<file path="config.mk">
export PLATFORM = sky130hd
export DESIGN_NAME = exception_ctrl
export DESIGN_NICKNAME = d
export VERILOG_FILES = /design/src/rtl/exc_pkg.sv /design/src/rtl/exc_prio.sv /design/src/rtl/exception_ctrl.sv
export SDC_FILE = /design/constraint.sdc
export NUM_CORES = 1
export LEC_CHECK = 0
export BUFFER_PORTS_ARGS = -buffer_cell sky130_fd_sc_hd__buf_2
export CAP_MARGIN = 30
export CORE_AREA = 2 2 105 107
export DETAILED_ROUTE_END_ITERATION = 8
export DIE_AREA = 0 0 107 109
export HOLD_SLACK_MARGIN = 0.02
export PLACE_DENSITY = 0.86
export SKIP_CTS_REPAIR_TIMING = 1
export SLEW_MARGIN = 25
export SYNTH_ARGS = -nofsm -noshare
export SYNTH_HDL_FRONTEND = slang
export SYNTH_SLANG_ARGS = --single-unit
export TNS_END_PERCENT = 50
</file>
<file path="constraint.sdc">
create_clock -name clk -period 2.42 [get_ports clk]
set_input_delay 0.242 -clock clk [delete_from_list [all_inputs] [get_ports clk]]
set_output_delay 0.242 -clock clk [all_outputs]
set_load 0.02 [all_outputs]
</file>
<file path="src/rtl/exc_pkg.sv">
// Shared types and constants for the exception controller and its helpers.
package exc_pkg;

  // Controller sequencing states.
  typedef enum logic [2:0] {
    RUN      = 3'd0,
    FLUSH    = 3'd1,
    REDIRECT = 3'd2,
    HANDLER  = 3'd3,
    HALT     = 3'd4
  } exc_state_e;

  // Cause codes reported in ESR.
  localparam logic [3:0] NONE     = 4'd0;
  localparam logic [3:0] BADOP    = 4'd1;
  localparam logic [3:0] IRQ      = 4'd2;
  localparam logic [3:0] MEMF     = 4'd3;
  localparam logic [3:0] ERET_RUN = 4'd4;

  // Handler entry address used when the top-level parameter is left alone.
  localparam logic [63:0] DEFAULT_VECTOR = 64'hD8;

  // Width of the flush-cycle counter.
  localparam int CNT_W = 3;

endpackage

</file>
<file path="src/rtl/exc_prio.sv">
// Combinational priority encoder for exception sources.
// Order: memory fault > bad opcode > ERET > enabled external interrupt.
module exc_prio
  import exc_pkg::*;
(
  input  logic       mem_fault,
  input  logic       bad_opcode,
  input  logic       eret,
  input  logic       ext_irq,
  input  logic       ie,
  output logic       valid,
  output logic [3:0] cause
);

  // Pick the highest-priority active source.
  always_comb begin
    valid = 1'b1;
    cause = NONE;
    if (mem_fault) begin
      cause = MEMF;
    end else if (bad_opcode) begin
      cause = BADOP;
    end else if (eret) begin
      cause = ERET_RUN;
    end else if (ext_irq && ie) begin
      cause = IRQ;
    end else begin
      valid = 1'b0;
    end
  end

endmodule

</file>
<file path="src/rtl/exception_ctrl.sv">
// Exception/interrupt sequencer around the execute stage: prioritises
// sources, latches return PC and cause, flushes the pipe, redirects fetch
// to the handler vector and back again on ERET.
module exception_ctrl
  import exc_pkg::*;
#(
  parameter int           N            = 64,
  parameter logic [N-1:0] VECTOR       = N'(DEFAULT_VECTOR),
  parameter int           FLUSH_CYCLES = 2
) (
  input  logic         clk,
  input  logic         reset,
  input  logic         MemFault_M,
  input  logic         BadOpcode_E,
  input  logic         ERet_E,
  input  logic         ExtIRQ,
  input  logic [N-1:0] PC_E,
  input  logic [N-1:0] PC_M,
  output logic         IrqAck,
  output logic         Flush_D,
  output logic         Flush_E,
  output logic         Flush_M,
  output logic         Stall_F,
  output logic         ExcRedirect,
  output logic [N-1:0] ExcPC,
  output logic [N-1:0] ERR,
  output logic [3:0]   ESR,
  output logic         IE,
  output logic         Halt
);

  generate
    if (FLUSH_CYCLES < 1 || FLUSH_CYCLES > 7) begin : g_bad_flush_cycles
      $error("exception_ctrl: FLUSH_CYCLES must be in 1..7");
    end
  endgenerate

  localparam logic [CNT_W-1:0] CNT_LAST = CNT_W'(FLUSH_CYCLES - 1);

  exc_state_e       state, state_nxt;
  logic [CNT_W-1:0] cnt;
  logic             prio_vld;
  logic [3:0]       prio_cause;

  // ERET only counts as an exception source while running normally; in the
  // handler it is a return. IE is clear in the handler, so only faults
  // reach the encoder there, which is exactly the double-fault set.
  exc_prio u_prio (
    .mem_fault  (MemFault_M),
    .bad_opcode (BadOpcode_E),
    .eret       (ERet_E && (state == RUN)),
    .ext_irq    (ExtIRQ),
    .ie         (IE),
    .valid      (prio_vld),
    .cause      (prio_cause)
  );

  // State register.
  always_ff @(posedge clk) begin
    if (!reset) begin
      state <= RUN;
    end else begin
      state <= state_nxt;
    end
  end

  // Next-state logic.
  always_comb begin
    state_nxt = state;
    case (state)
      RUN:      if (prio_vld) state_nxt = FLUSH;
      FLUSH:    if (cnt == CNT_LAST) state_nxt = REDIRECT;
      REDIRECT: state_nxt = HANDLER;
      HANDLER: begin
        if (prio_vld) begin
          state_nxt = HALT;
        end else if (ERet_E) begin
          state_nxt = RUN;
        end
      end
      HALT:     state_nxt = HALT;
      default:  state_nxt = RUN;
    endcase
  end

  // Flush counter, return PC, cause and interrupt-enable registers.
  always_ff @(posedge clk) begin
    if (!reset) begin
      cnt <= '0;
      ERR <= '0;
      ESR <= NONE;
      IE  <= 1'b1;
    end else begin
      case (state)
        RUN: begin
          if (prio_vld) begin
            // A faulting load/store restarts at its own PC; everything else
            // (including interrupts) restarts the instruction in execute.
            ERR <= (prio_cause == MEMF) ? PC_M : PC_E;
            ESR <= prio_cause;
            IE  <= 1'b0;
            cnt <= '0;
          end
        end
        FLUSH: cnt <= cnt + 1'b1;
        HANDLER: begin
          if (prio_vld) begin
            ESR <= prio_cause;
          end else if (ERet_E) begin
            ESR <= NONE;
            IE  <= 1'b1;
          end
        end
        default: ;
      endcase
    end
  end

  // Pipeline control outputs decoded from state and current inputs.
  always_comb begin
    IrqAck      = 1'b0;
    Flush_D     = 1'b0;
    Flush_E     = 1'b0;
    Flush_M     = 1'b0;
    Stall_F     = 1'b0;
    ExcRedirect = 1'b0;
    ExcPC       = '0;
    Halt        = 1'b0;
    case (state)
      RUN: begin
        if (prio_vld) begin
          Flush_D = 1'b1;
          Flush_E = 1'b1;
          Stall_F = 1'b1;
          // A memory fault keeps EX/MEM so the faulting op is squashed a
          // cycle later by the FLUSH state.
          Flush_M = (prio_cause != MEMF);
          IrqAck  = (prio_cause == IRQ);
        end
      end
      FLUSH: begin
        Flush_D = 1'b1;
        Flush_E = 1'b1;
        Flush_M = 1'b1;
        Stall_F = 1'b1;
      end
      REDIRECT: begin
        ExcRedirect = 1'b1;
        ExcPC       = VECTOR;
        Flush_D     = 1'b1;
      end
      HANDLER: begin
        if (!prio_vld && ERet_E) begin
          ExcRedirect = 1'b1;
          ExcPC       = ERR;
          Flush_D     = 1'b1;
          Flush_E     = 1'b1;
        end
      end
      HALT: begin
        Halt    = 1'b1;
        Stall_F = 1'b1;
        Flush_D = 1'b1;
        Flush_E = 1'b1;
        Flush_M = 1'b1;
      end
      default: ;
    endcase
  end

endmodule

</file>
==> results of run 1 <==
-- registers in the layout, summed over array words and instances, names as in the netlist --
signal	flops
cnt	3
state	3
IE	1
ESR	3
ERR	64
-- per-layer routing --
metal | up-vias | global-route usage | share of wire
met4 | 0 | 0.0519 | 0.0061
met1 | 1954 | 0.234 | 0.41
li1 | 2113 | - | -
met3 | 6 | 0.0353 | 0.057
met2 | 157 | 0.369 | 0.52
met5 | - | 0 | 0
-- final timing paths --
kind | startpoint | endpoint | slack, ps | cells after the start
max | IE | ExcPC[18] | 200 | 5
min | reset | IE | 180 | 2
max reg2reg | state[2] | ERR[2] | 540 | 4
min reg2reg | ESR[0] | ESR[0] | 500 | 2
-- cells in the final DEF, fill, tap and decap left out, types with 2 or more instances in the layout --
cell type / Yosys / final
sky130_fd_sc_hd__a211oi_1: 16 / 16
sky130_fd_sc_hd__mux2i_1: 65 / 65
sky130_fd_sc_hd__and2_1: 62 / 62
sky130_fd_sc_hd__clkinv_2: 0 / 5
sky130_fd_sc_hd__buf_12: 0 / 3
sky130_fd_sc_hd__or3_1: 3 / 3
sky130_fd_sc_hd__nor3b_1: 2 / 2
sky130_fd_sc_hd__o211ai_1: 2 / 2
sky130_fd_sc_hd__dfxtp_1: 74 / 72
sky130_fd_sc_hd__buf_2: 21 / 271
sky130_fd_sc_hd__nand2_1: 4 / 4
sky130_fd_sc_hd__dfxtp_2: 0 / 2
sky130_fd_sc_hd__clkbuf_8: 0 / 9
sky130_fd_sc_hd__a211oi_2: 50 / 50
sky130_fd_sc_hd__clkbuf_1: 15 / 2
sky130_fd_sc_hd__nand3_1: 2 / 2
sky130_fd_sc_hd__o21ai_0: 2 / 2
sky130_fd_sc_hd__o31ai_1: 3 / 3
sky130_fd_sc_hd__nand2b_1: 3 / 3
sky130_fd_sc_hd__inv_1: 4 / 4
sky130_fd_sc_hd__nor2_1: 4 / 3
sky130_fd_sc_hd__nor3_1: 3 / 3
sky130_fd_sc_hd__ha_1: 2 / 2
sky130_fd_sc_hd__buf_4: 4 / 10
sky130_fd_sc_hd__a21o_1: 4 / 4
sky130_fd_sc_hd__a21oi_1: 70 / 70
-- area by class of cell --
type,count,area [um2]
clock inverter,4,20.0
tap,140,175
inverter,5,20.0
timing repair buffer,284,1490
fill,983,4740
multi-input combinational,317,2540
clock buffer,11,131
sequential,74,1480
-- worst max-delay path: stages, from the launching register on --
cell,delay (ps)
sky130_fd_sc_hd__dfxtp_1,370
sky130_fd_sc_hd__a211oi_2,340
sky130_fd_sc_hd__nor3b_4,260
sky130_fd_sc_hd__buf_4,320
sky130_fd_sc_hd__and2_1,180
sky130_fd_sc_hd__buf_2,160
-- kinds of logic (layout without fill, tap and decap cells) --
logic type / after synthesis / count (layout) / synth area share
simple gates: 91 / 91 / 0.132
mux: 65 / 65 / 0.151
other cells: 1 / 1 / 0.000871
buf+inv: 54 / 304 / 0.0706
flops: 74 / 74 / 0.344
xor+xnor: 2 / 2 / 0.00407
compound gates: 156 / 156 / 0.292
fa+ha+maj: 2 / 2 / 0.00581
-- report_power, final --
part / switching [mW] / leakage (nW) / internal [mW]
registers: 0.147 / 0.616 / 1.39
clock network: 0.428 / 0.0827 / 0.361
logic: 0.710 / 2.30 / 0.483
total: 1.28 / 3.00 / 2.23
==> impl_summary.txt, run 1 <==
----------------------------------------------------
[STA]
  Final count of hold timing violations ... 0
  Min setup slack post-route ... 201 ps
  Maximum clock frequency ... 0.451 GHz
  Worst-case clock skew ... 11.6 ps
  Final clock period utilization by the worst path ... 0.917
  Setup repair after global routing missed its margin ... false
  Final number of setup-violating endpoints ... 0
  Actual transition at the worst max-transition pin ... 614 ps
  Fin crit period ... 2220 ps
  Relative slew slack ... 0.590
  Final Max Slew Viols ... 0
  Post-Route Hold Slack ... 182 ps
  Total negative slack for setup checks ... 0 ps

[Route]
  Via Count ... 4230
  Count of unresolved DRC violations after routing ... 0
  Antenna viol nets, final ... 0
  Routed len/inst ... 15.0 um
  Mean number of vias per cell ... 5.07
  Detailed router's first-iteration violation count ... 149
  Number of iterations in the first detailed-routing pass ... 4
  Total routed wirelength ... 12500 um

[Logic synthesis]
  Flops & latches, synth ... 74
  Post-synthesis cell type with the largest combined area ... sky130_fd_sc_hd__dfxtp_1
  Yosys Warn Count ... 0
  Fraction of the yosys area taken by sequential cells ... 0.344
  Primary flip-flop cell chosen by synthesis mapping ... sky130_fd_sc_hd__dfxtp_1
  Number of synthesized flops with an enable pin ... 0
  Number of instances in the synthesized netlist ... 445
  Synth Area per Inst ... 9.68 um2
  Async set or reset register ratio after synthesis ... 0
  Share of the synthesized area in the top cell type ... 0.344
  Top-count cell post-synth ... sky130_fd_sc_hd__dfxtp_1
  Most numerous cell types in the synthesized netlist ... 74 x sky130_fd_sc_hd__dfxtp_1, 70 x sky130_fd_sc_hd__a21oi_1, 65 x sky130_fd_sc_hd__mux2i_1
  Count of unique library cells instantiated by Yosys ... 44
  Netlist Area Pre-Place ... 4310 um2
  Syn_nets ... 581
  Cell types with the largest area share after synthesis ... sky130_fd_sc_hd__dfxtp_1 34%, sky130_fd_sc_hd__mux2i_1 15%, sky130_fd_sc_hd__a211oi_2 15%, sky130_fd_sc_hd__and2_1 9.0%, sky130_fd_sc_hd__a21oi_1 8.1%

[Final layout]
  Number of nets in the layout ... 827
  Finished Cell Area ... 5860 um2
  Final cell count without fillers ... 835
  Final core area utilization ... 0.553
  Syn-to-layout area delta ... 36.2%
  Diodes inserted ... 0
  Share of layout cells above drive strength 1 ... 0.515

[Global routing]
  Largest net degree at the start of global routing ... 38
  Overall overflow remaining after global route ... 0
  GRT Util Overall ... 0.198
  First-pass GRT wire length ... 18600 um
  Vias in the first global route ... 3816
  Initial antenna violation count ... 0

[Floorplanning]
  DIE AREA ... 11700 um2
  FP Rows ... 38
  Core ar. ... 10600 um2
  Initial Util ... 0.406
  Ports ... 274
  Die width ... 107 um
  Y dimension of the die ... 109 um

[Placement]
  PortBufs ... 272
  DP Worst Slack ... 431 ps
  Weighted congestion at the end of routability-driven global placement ... 0.807
  DP HPWL ... 9610 um
  Total cell area at the placement stage ... 5710 um2
  Placed cell count ... 820

[Worst setup path]
  Maximum fanout count along the critical path ... 35
  Worst endpoint required time ... 2180 ps
  Endpoint class of the critical path ... output pin
  Nature of the critical path startpoint ... flip-flop
  Critical path data arrival time ... 1980 ps
  Critical Setup Path Class ... reg2out

[Pwr]
  Total chip power ... 3.52 mW
  Leakage power summed over all cells ... 3.00 nW
  Worst IR Drop VDD ... 0.000291 V
  Total power per unit cell area ... 600 nW/um2

[CTS]
  Buffer cell driving the clock tree root ... sky130_fd_sc_hd__clkbuf_8
  Max clock buf depth ... 2
  Worst skew pair latency ... 330 ps
  TritonCTS clock tree ... built
  CTS clk-pin slew, worst paths ... 70 ps
  TritonCTS sink count ... 74
  CTS Buf Count ... 9
  H-tree Lvls ... 3

[Job]
  Number of max-capacitance violations reported ... 0

[Worst hold path]
  Min-delay worst type ... in2reg

[Run status]
  Run status ... complete, no violations

----------------------------------------------------
Power figures use the tool's default switching activity.
==> run 2: changes to the inputs <==
- GPL_ROUTABILITY_DRIVEN: default -> 1
- GPL_TIMING_DRIVEN: default -> 0
==> run 2 against run 1 <==
Effect of this change:
- clock skew down 4.7 ps
- wire length up 16%
- sequential power about the same
- largest cell class unchanged
- setup slack worse by 120 ps
- fmax down 5.1%
- sequential cell count unchanged
- non-clock buffer count up 36
- combinational power up 5%
- utilization up 1.5 points
- highest routed layer unchanged
- critical path depth unchanged
- global-route usage up 3.9 points
==> impl_summary.txt, run 2 (synthesis gave the netlist of run 1 again) <==
----------------------------------------------------
[Pwr]
  Switching Fraction ... 0.378 (+0.0123)
  Switching component of the power ... 1.37 mW (+6.8%)
  Total power per unit cell area ... 603 nW/um2 (+0.55%)
  Worst IR Drop VDD ... 0.000329 V (+13%)
  Power share of the sequential group ... 0.421 (-0.015)
  Cell-internal power ... 2.26 mW (+1.3%)
  Leakage power summed over all cells ... 3.09 nW (+2.8%)
  Share of power burned in the clock network ... 0.235 (+0.011)
  Combinational Power Share ... 0.344 (+0.005)

[Route]
  Mean number of vias per cell ... 5.15 (+1.7%)
  Detailed router's first-iteration violation count ... 185 (+24%)
  Count of unresolved DRC violations after routing ... 0 (unchanged)
  Via Count ... 4494 (+6.2%)
  Total routed wirelength ... 14500 um (+16%)
  Antenna viol nets, final ... 0 (unchanged)
  Number of iterations in the first detailed-routing pass ... 4 (unchanged)
  Routed len/inst ... 16.7 um (+11%)

[Floorplanning]
  DIE AREA ... 11700 um2 (unchanged)
  Initial Util ... 0.406 (unchanged)
  Die width ... 107 um (unchanged)
  Ports ... 274 (unchanged)
  FP Rows ... 38 (unchanged)
  Core ar. ... 10600 um2 (unchanged)
  Y dimension of the die ... 109 um (unchanged)

[STA]
  Actual transition at the worst max-transition pin ... 718 ps (+105 ps)
  Final Max Slew Viols ... 0 (unchanged)
  Setup repair after global routing missed its margin ... true
  Post-Route Hold Slack ... 152 ps (-29.9 ps)
  Worst-case clock skew ... 6.95 ps (-4.67 ps)
  Relative slew slack ... 0.521 (-0.0693)
  Final count of hold timing violations ... 0 (unchanged)
  Final clock period utilization by the worst path ... 0.966 (+0.0489)
  Maximum clock frequency ... 0.428 GHz (-5.1%)
  Min setup slack post-route ... 82.4 ps (-118 ps)
  Final number of setup-violating endpoints ... 0 (unchanged)
  Fin crit period ... 2340 ps (+118 ps)

[CTS]
  Worst skew pair latency ... 340 ps (about the same)
  TritonCTS sink count ... 74 (unchanged)
  CTS clk-pin slew, worst paths ... 80 ps (about the same)
  H-tree Lvls ... 3 (unchanged)
  TritonCTS clock tree ... built
  Buffer cell driving the clock tree root ... sky130_fd_sc_hd__clkbuf_8
  Max clock buf depth ... 2 (unchanged)
  CTS Buf Count ... 9 (unchanged)

[Final layout]
  Final cell count without fillers ... 872 (+4.4%)
  Max reg flops ... 64 (unchanged)
  Most common cell after layout, fill and taps aside ... sky130_fd_sc_hd__buf_2
  Number of nets in the layout ... 863 (+4.4%)
  Commonest non-fill, non-tap cells in the layout ... 293 x sky130_fd_sc_hd__buf_2, 74 x sky130_fd_sc_hd__dfxtp_1, 70 x sky130_fd_sc_hd__a21oi_1
  Register containing the most flip-flops in the final layout ... ERR
  Number of inserted filler cells in the final layout ... 992 (+0.92%)
  Share of layout cells above drive strength 1 ... 0.516 (+0.00129)
  Diodes inserted ... 0 (unchanged)
  Syn-to-layout area delta ... 39.9%

[Worst setup path]
  Master of the slowest instance on the critical path ... sky130_fd_sc_hd__dfxtp_1
  Cell Chain, Critical Path ... a211oi_4, nor3b_4, buf_2, and2_1, buf_2
  Family with the most delay on the worst path ... simple AND/OR/NAND/NOR gates
  Stage delay of the slowest cell on the critical path ... 400 ps (+30 ps)
  Endpoint class of the critical path ... output pin
  Buffers & Inverters on Critical Path ... 2 (unchanged)
  Critical path data arrival time ... 2100 ps (+120 ps)
  CP dominant cell by count ... sky130_fd_sc_hd__buf_2
  Worst endpoint required time ... 2180 ps (about the same)
  Maximum fanout count along the critical path ... 10 (-71%)
  Nature of the critical path startpoint ... flip-flop
  Critical Setup Path Class ... reg2out

[Placement]
  PortBufs ... 271 (-0.37%)
  Weighted congestion at the end of routability-driven global placement ... 0.873 (+8.2%)
  Placed cell count ... 856 (+4.4%)
  DP HPWL ... 11300 um (+18%)
  DP Worst Slack ... 65.7 ps (-366 ps)

[Global routing]
  Vias in the first global route ... 4211 (+10%)
  Initial antenna violation count ... 0 (unchanged)
  Overall overflow remaining after global route ... 0 (unchanged)
  GRT Util Overall ... 0.237 (+0.0387)
  Largest net degree at the start of global routing ... 14 (-63%)
  First-pass GRT wire length ... 21600 um (+16%)

[Job]
  Number of max-capacitance violations reported ... 0 (unchanged)

[Worst hold path]
  Min-delay worst type ... in2reg

[Run status]
  Run status ... complete, no violations

----------------------------------------------------
run 2: stage by stage:
step	utilization	instance area, um2	power, mW	TNS (ps)
after floorplan	-	4310	2.35	0
after global placement	0.551	5840	2.77	0
after detailed placement	0.551	5840	2.80	0
after CTS	0.567	6010	3.65	-3600
after global routing	0.568	6020	3.83	-130
final	0.568	6020	3.63	0
run 2: area by class of cell:
type | count | area (um2) | area share
flip-flops and latches | 74 | 1480 | 0.246
clock buffers | 9 | 124 | 0.0206
well taps | 140 | 175 | 0.0291
plain buffers | 49 | 288 | 0.0478
inverters | 5 | 18.8 | 0.00312
multi-input cells | 317 | 2530 | 0.421
clock inverters | 7 | 46.3 | 0.00769
repair buffers | 271 | 1360 | 0.225
run 2: path summary, 6_finish.rpt:
path | start | end | slack, ps | cells past startpoint
hold / removal | reset | IE | 150 | 2
setup reg to reg | state[2] | ERR[36] | 580 | 6
setup / recovery | IE | ExcPC[25] | 80 | 5
hold reg to reg | ESR[2] | ESR[2] | 470 | 2
run 2: power by group through the flow:
stage / logic, mW / clock network (mW) / registers [mW]
2_1_floorplan: 0.642 / 0 / 1.71
3_3_place_gp: 1.23 / 0 / 1.55
3_5_place_dp: 1.25 / 0 / 1.55
4_1_cts: 1.26 / 0.874 / 1.52
5_1_grt: 1.35 / 0.935 / 1.55
6_report: 1.25 / 0.855 / 1.53
run 2: worst register-to-register path, stage by stage, from the launching register on:
cell and delay (ps):
sky130_fd_sc_hd__dfxtp_1 300, sky130_fd_sc_hd__clkbuf_1 210, sky130_fd_sc_hd__nor3_2 320, sky130_fd_sc_hd__buf_2 340, sky130_fd_sc_hd__buf_2 290, sky130_fd_sc_hd__a21oi_1 110, sky130_fd_sc_hd__a211oi_2 200
run 2: routing by layer:
layer  track usage  wire length (um)  share of wire  up-vias
met5             0                 0              0        -
met4        0.0659               263          0.018        0
met3        0.0389               790          0.054       23
met2         0.424              7350           0.51      188
met1         0.295              6120           0.42     2099
li1              -                 -              -     2184
==> run 3: changes to the inputs <==
- BUFFER_PORTS_ARGS: -buffer_cell sky130_fd_sc_hd__buf_2 -> default
- CORE_AREA: 2 2 105 107 -> 2 2 106 108
- DIE_AREA: 0 0 107 109 -> 0 0 108 110
- DONT_BUFFER_PORTS: default -> 1
- PLACE_DENSITY: 0.86 -> 0.63
==> run 3 against run 2 <==
Effect of this change:
- first-iteration DRC count rose by 13%
- wire length shrank 8.7%
- critical endpoint is now ExcPC[2]
- non-clock buffer count fell by 270
- die area rose by 1.9%
- combinational power down 38%
- sequential share of layout area grew 6.6 points
- clock skew increased by 5.1 ps
- critical path depth shrank 1
==> impl_summary.txt, run 3 (synthesis gave the netlist of run 1 again) <==
----------------------------------------------------
[CTS]
  TritonCTS clock tree ... built
  Buffer cell driving the clock tree root ... sky130_fd_sc_hd__clkbuf_8
  CTS clk-pin slew, worst paths ... 80 ps (about the same)
  Max clock buf depth ... 2 (unchanged)
  CTS Buf Count ... 9 (unchanged)
  TritonCTS sink count ... 74 (unchanged)
  Worst skew pair latency ... 340 ps (about the same)
  H-tree Lvls ... 3 (unchanged)

[Final layout]
  Final cell count without fillers ... 602 (-31%)
  Number of nets in the layout ... 593 (-31%)
  Max reg flops ... 64 (unchanged)
  Most common cell after layout, fill and taps aside ... sky130_fd_sc_hd__dfxtp_1
  Number of inserted filler cells in the final layout ... 1049 (+5.7%)
  Share of layout cells above drive strength 1 ... 0.258 (-0.259)
  Register containing the most flip-flops in the final layout ... ERR
  Diodes inserted ... 0 (unchanged)
  Commonest non-fill, non-tap cells in the layout ... 73 x sky130_fd_sc_hd__dfxtp_1, 70 x sky130_fd_sc_hd__a21oi_1, 65 x sky130_fd_sc_hd__mux2i_1
  Syn-to-layout area delta ... 10.3%

[Pwr]
  Total power per unit cell area ... 757 nW/um2 (+25%)
  Share of power burned in the clock network ... 0.296 (+0.061)
  Switching component of the power ... 1.31 mW (-4.8%)
  Power share of the sequential group ... 0.487 (+0.066)
  Total chip power ... 3.60 mW (-1.0%)
  Worst IR Drop VDD ... 0.000331 V (+0.56%)
  Cell-internal power ... 2.29 mW (+1.3%)
  Leakage power summed over all cells ... 1.90 nW (-38%)
  Switching Fraction ... 0.363 (-0.0145)
  Combinational Power Share ... 0.217 (-0.127)

[Worst setup path]
  Critical Setup Path Class ... reg2out
  Endpoint class of the critical path ... output pin
  Stage delay of the slowest cell on the critical path ... 410 ps (about the same)
  Nature of the critical path startpoint ... flip-flop
  Critical path data arrival time ... 2090 ps (about the same)
  Cell Chain, Critical Path ... a211oi_4, nor3b_4, buf_2, and2_1
  Worst endpoint required time ... 2180 ps (about the same)
  Master of the slowest instance on the critical path ... sky130_fd_sc_hd__dfxtp_2
  Depth of the most critical reg-to-reg path ... 6 (unchanged)
  Maximum fanout count along the critical path ... 10 (unchanged)

[Floorplanning]
  DIE AREA ... 11900 um2 (+1.9%)
  Die width ... 108 um (+0.93%)
  FP Rows ... 38 (unchanged)
  Ports ... 274 (unchanged)
  Y dimension of the die ... 110 um (+0.92%)
  Core ar. ... 10700 um2 (+0.90%)
  Initial Util ... 0.402 (-0.00361)

[STA]
  Final number of setup-violating endpoints ... 0 (unchanged)
  Worst-case clock skew ... 12.0 ps (+5.08 ps)
  Final clock period utilization by the worst path ... 0.963 (-0.00305)
  Relative slew slack ... 0.544 (+0.0230)
  Min setup slack post-route ... 89.8 ps (+7.39 ps)
  Fin crit period ... 2330 ps (-7.39 ps)
  Final Max Slew Viols ... 0 (unchanged)
  Setup repair after global routing missed its margin ... true
  Total negative slack for setup checks ... 0 ps (unchanged)
  Post-Route Hold Slack ... 51.4 ps (-101 ps)
  Maximum clock frequency ... 0.429 GHz (+0.32%)
  Actual transition at the worst max-transition pin ... 684 ps (-34.4 ps)
  Final count of hold timing violations ... 0 (unchanged)

[Worst hold path]
  Min-delay worst type ... in2reg
  Worst hold path stage count ... 2 (unchanged)

[Route]
  Count of unresolved DRC violations after routing ... 0 (unchanged)
  Mean number of vias per cell ... 5.88 (+14%)
  Number of iterations in the first detailed-routing pass ... 4 (unchanged)
  Detailed router's first-iteration violation count ... 209 (+13%)
  Routed len/inst ... 22.0 um (+32%)
  Via Count ... 3542 (-21%)
  Total routed wirelength ... 13300 um (-8.7%)
  Antenna viol nets, final ... 0 (unchanged)

[Placement]
  Weighted congestion at the end of routability-driven global placement ... 0.869 (-0.45%)
  DP HPWL ... 10100 um (-11%)
  PortBufs ... 0 (-100%)
  DP Worst Slack ... 116 ps (+50.7 ps)
  Placed cell count ... 585 (-32%)

[Global routing]
  GRT Util Overall ... 0.211 (-0.0261)
  First-pass GRT wire length ... 19000 um (-12%)
  Vias in the first global route ... 3445 (-18%)
  Initial antenna violation count ... 0 (unchanged)
  Overall overflow remaining after global route ... 0 (unchanged)
  Largest net degree at the start of global routing ... 14 (unchanged)

[Job]
  Number of max-capacitance violations reported ... 0 (unchanged)

[Run status]
  Run status ... complete, no violations

----------------------------------------------------
run 3: through the flow:
stage	utilization	area [um2]
floorplan	-	4310
global placement	0.419	4480
detailed placement	0.419	4480
CTS	0.439	4700
global route	0.444	4750
finish	0.444	4750
run 3: final timing paths:
kind | start | end | slack [ps]
max reg2reg | state[2] | ERR[41] | 560
max | IE | ExcPC[2] | 90
min | ERet_E | ESR[2] | 50
min reg2reg | cnt[1] | cnt[1] | 520
run 3: power groups by stage:
stage,clock (mW),sequential [mW],combinational (mW)
after floorplan,0,1.71,0.642
after global placement,0,1.78,0.753
after detailed placement,0,1.78,0.778
after CTS,1.11,1.75,0.778
after global routing,1.16,1.78,0.852
final,1.07,1.75,0.779
run 3: per-layer routing:
metal / vias to the layer above / global-route usage / wire, um
li1: 1645 / - / -
met1: 1703 / 0.247 / 5310
met2: 182 / 0.380 / 6830
met3: 12 / 0.0500 / 931
met4: 0 / 0.0659 / 187
met5: - / 0 / 0
run 3: cell type report:
type | instances | area (um2) | share of cell area
Multi-Input combinational cell | 317 | 2550 | 0.537
Sequential cell | 74 | 1480 | 0.312
Buffer | 49 | 294 | 0.0619
Tap cell | 140 | 175 | 0.0369
Clock buffer | 9 | 124 | 0.0261
Clock inverter | 7 | 93.8 | 0.0198
Inverter | 5 | 18.8 | 0.00395
Timing Repair Buffer | 1 | 10.0 | 0.00211
run 3: critical path, delay by kind of cell (launching register included):
kind / cells / cell delay, ps
and+or+nand+nor: 2 / 650
buffers and inverters: 1 / 340
AOI/OAI and AO/OA: 1 / 340
DFF: 1 / 410
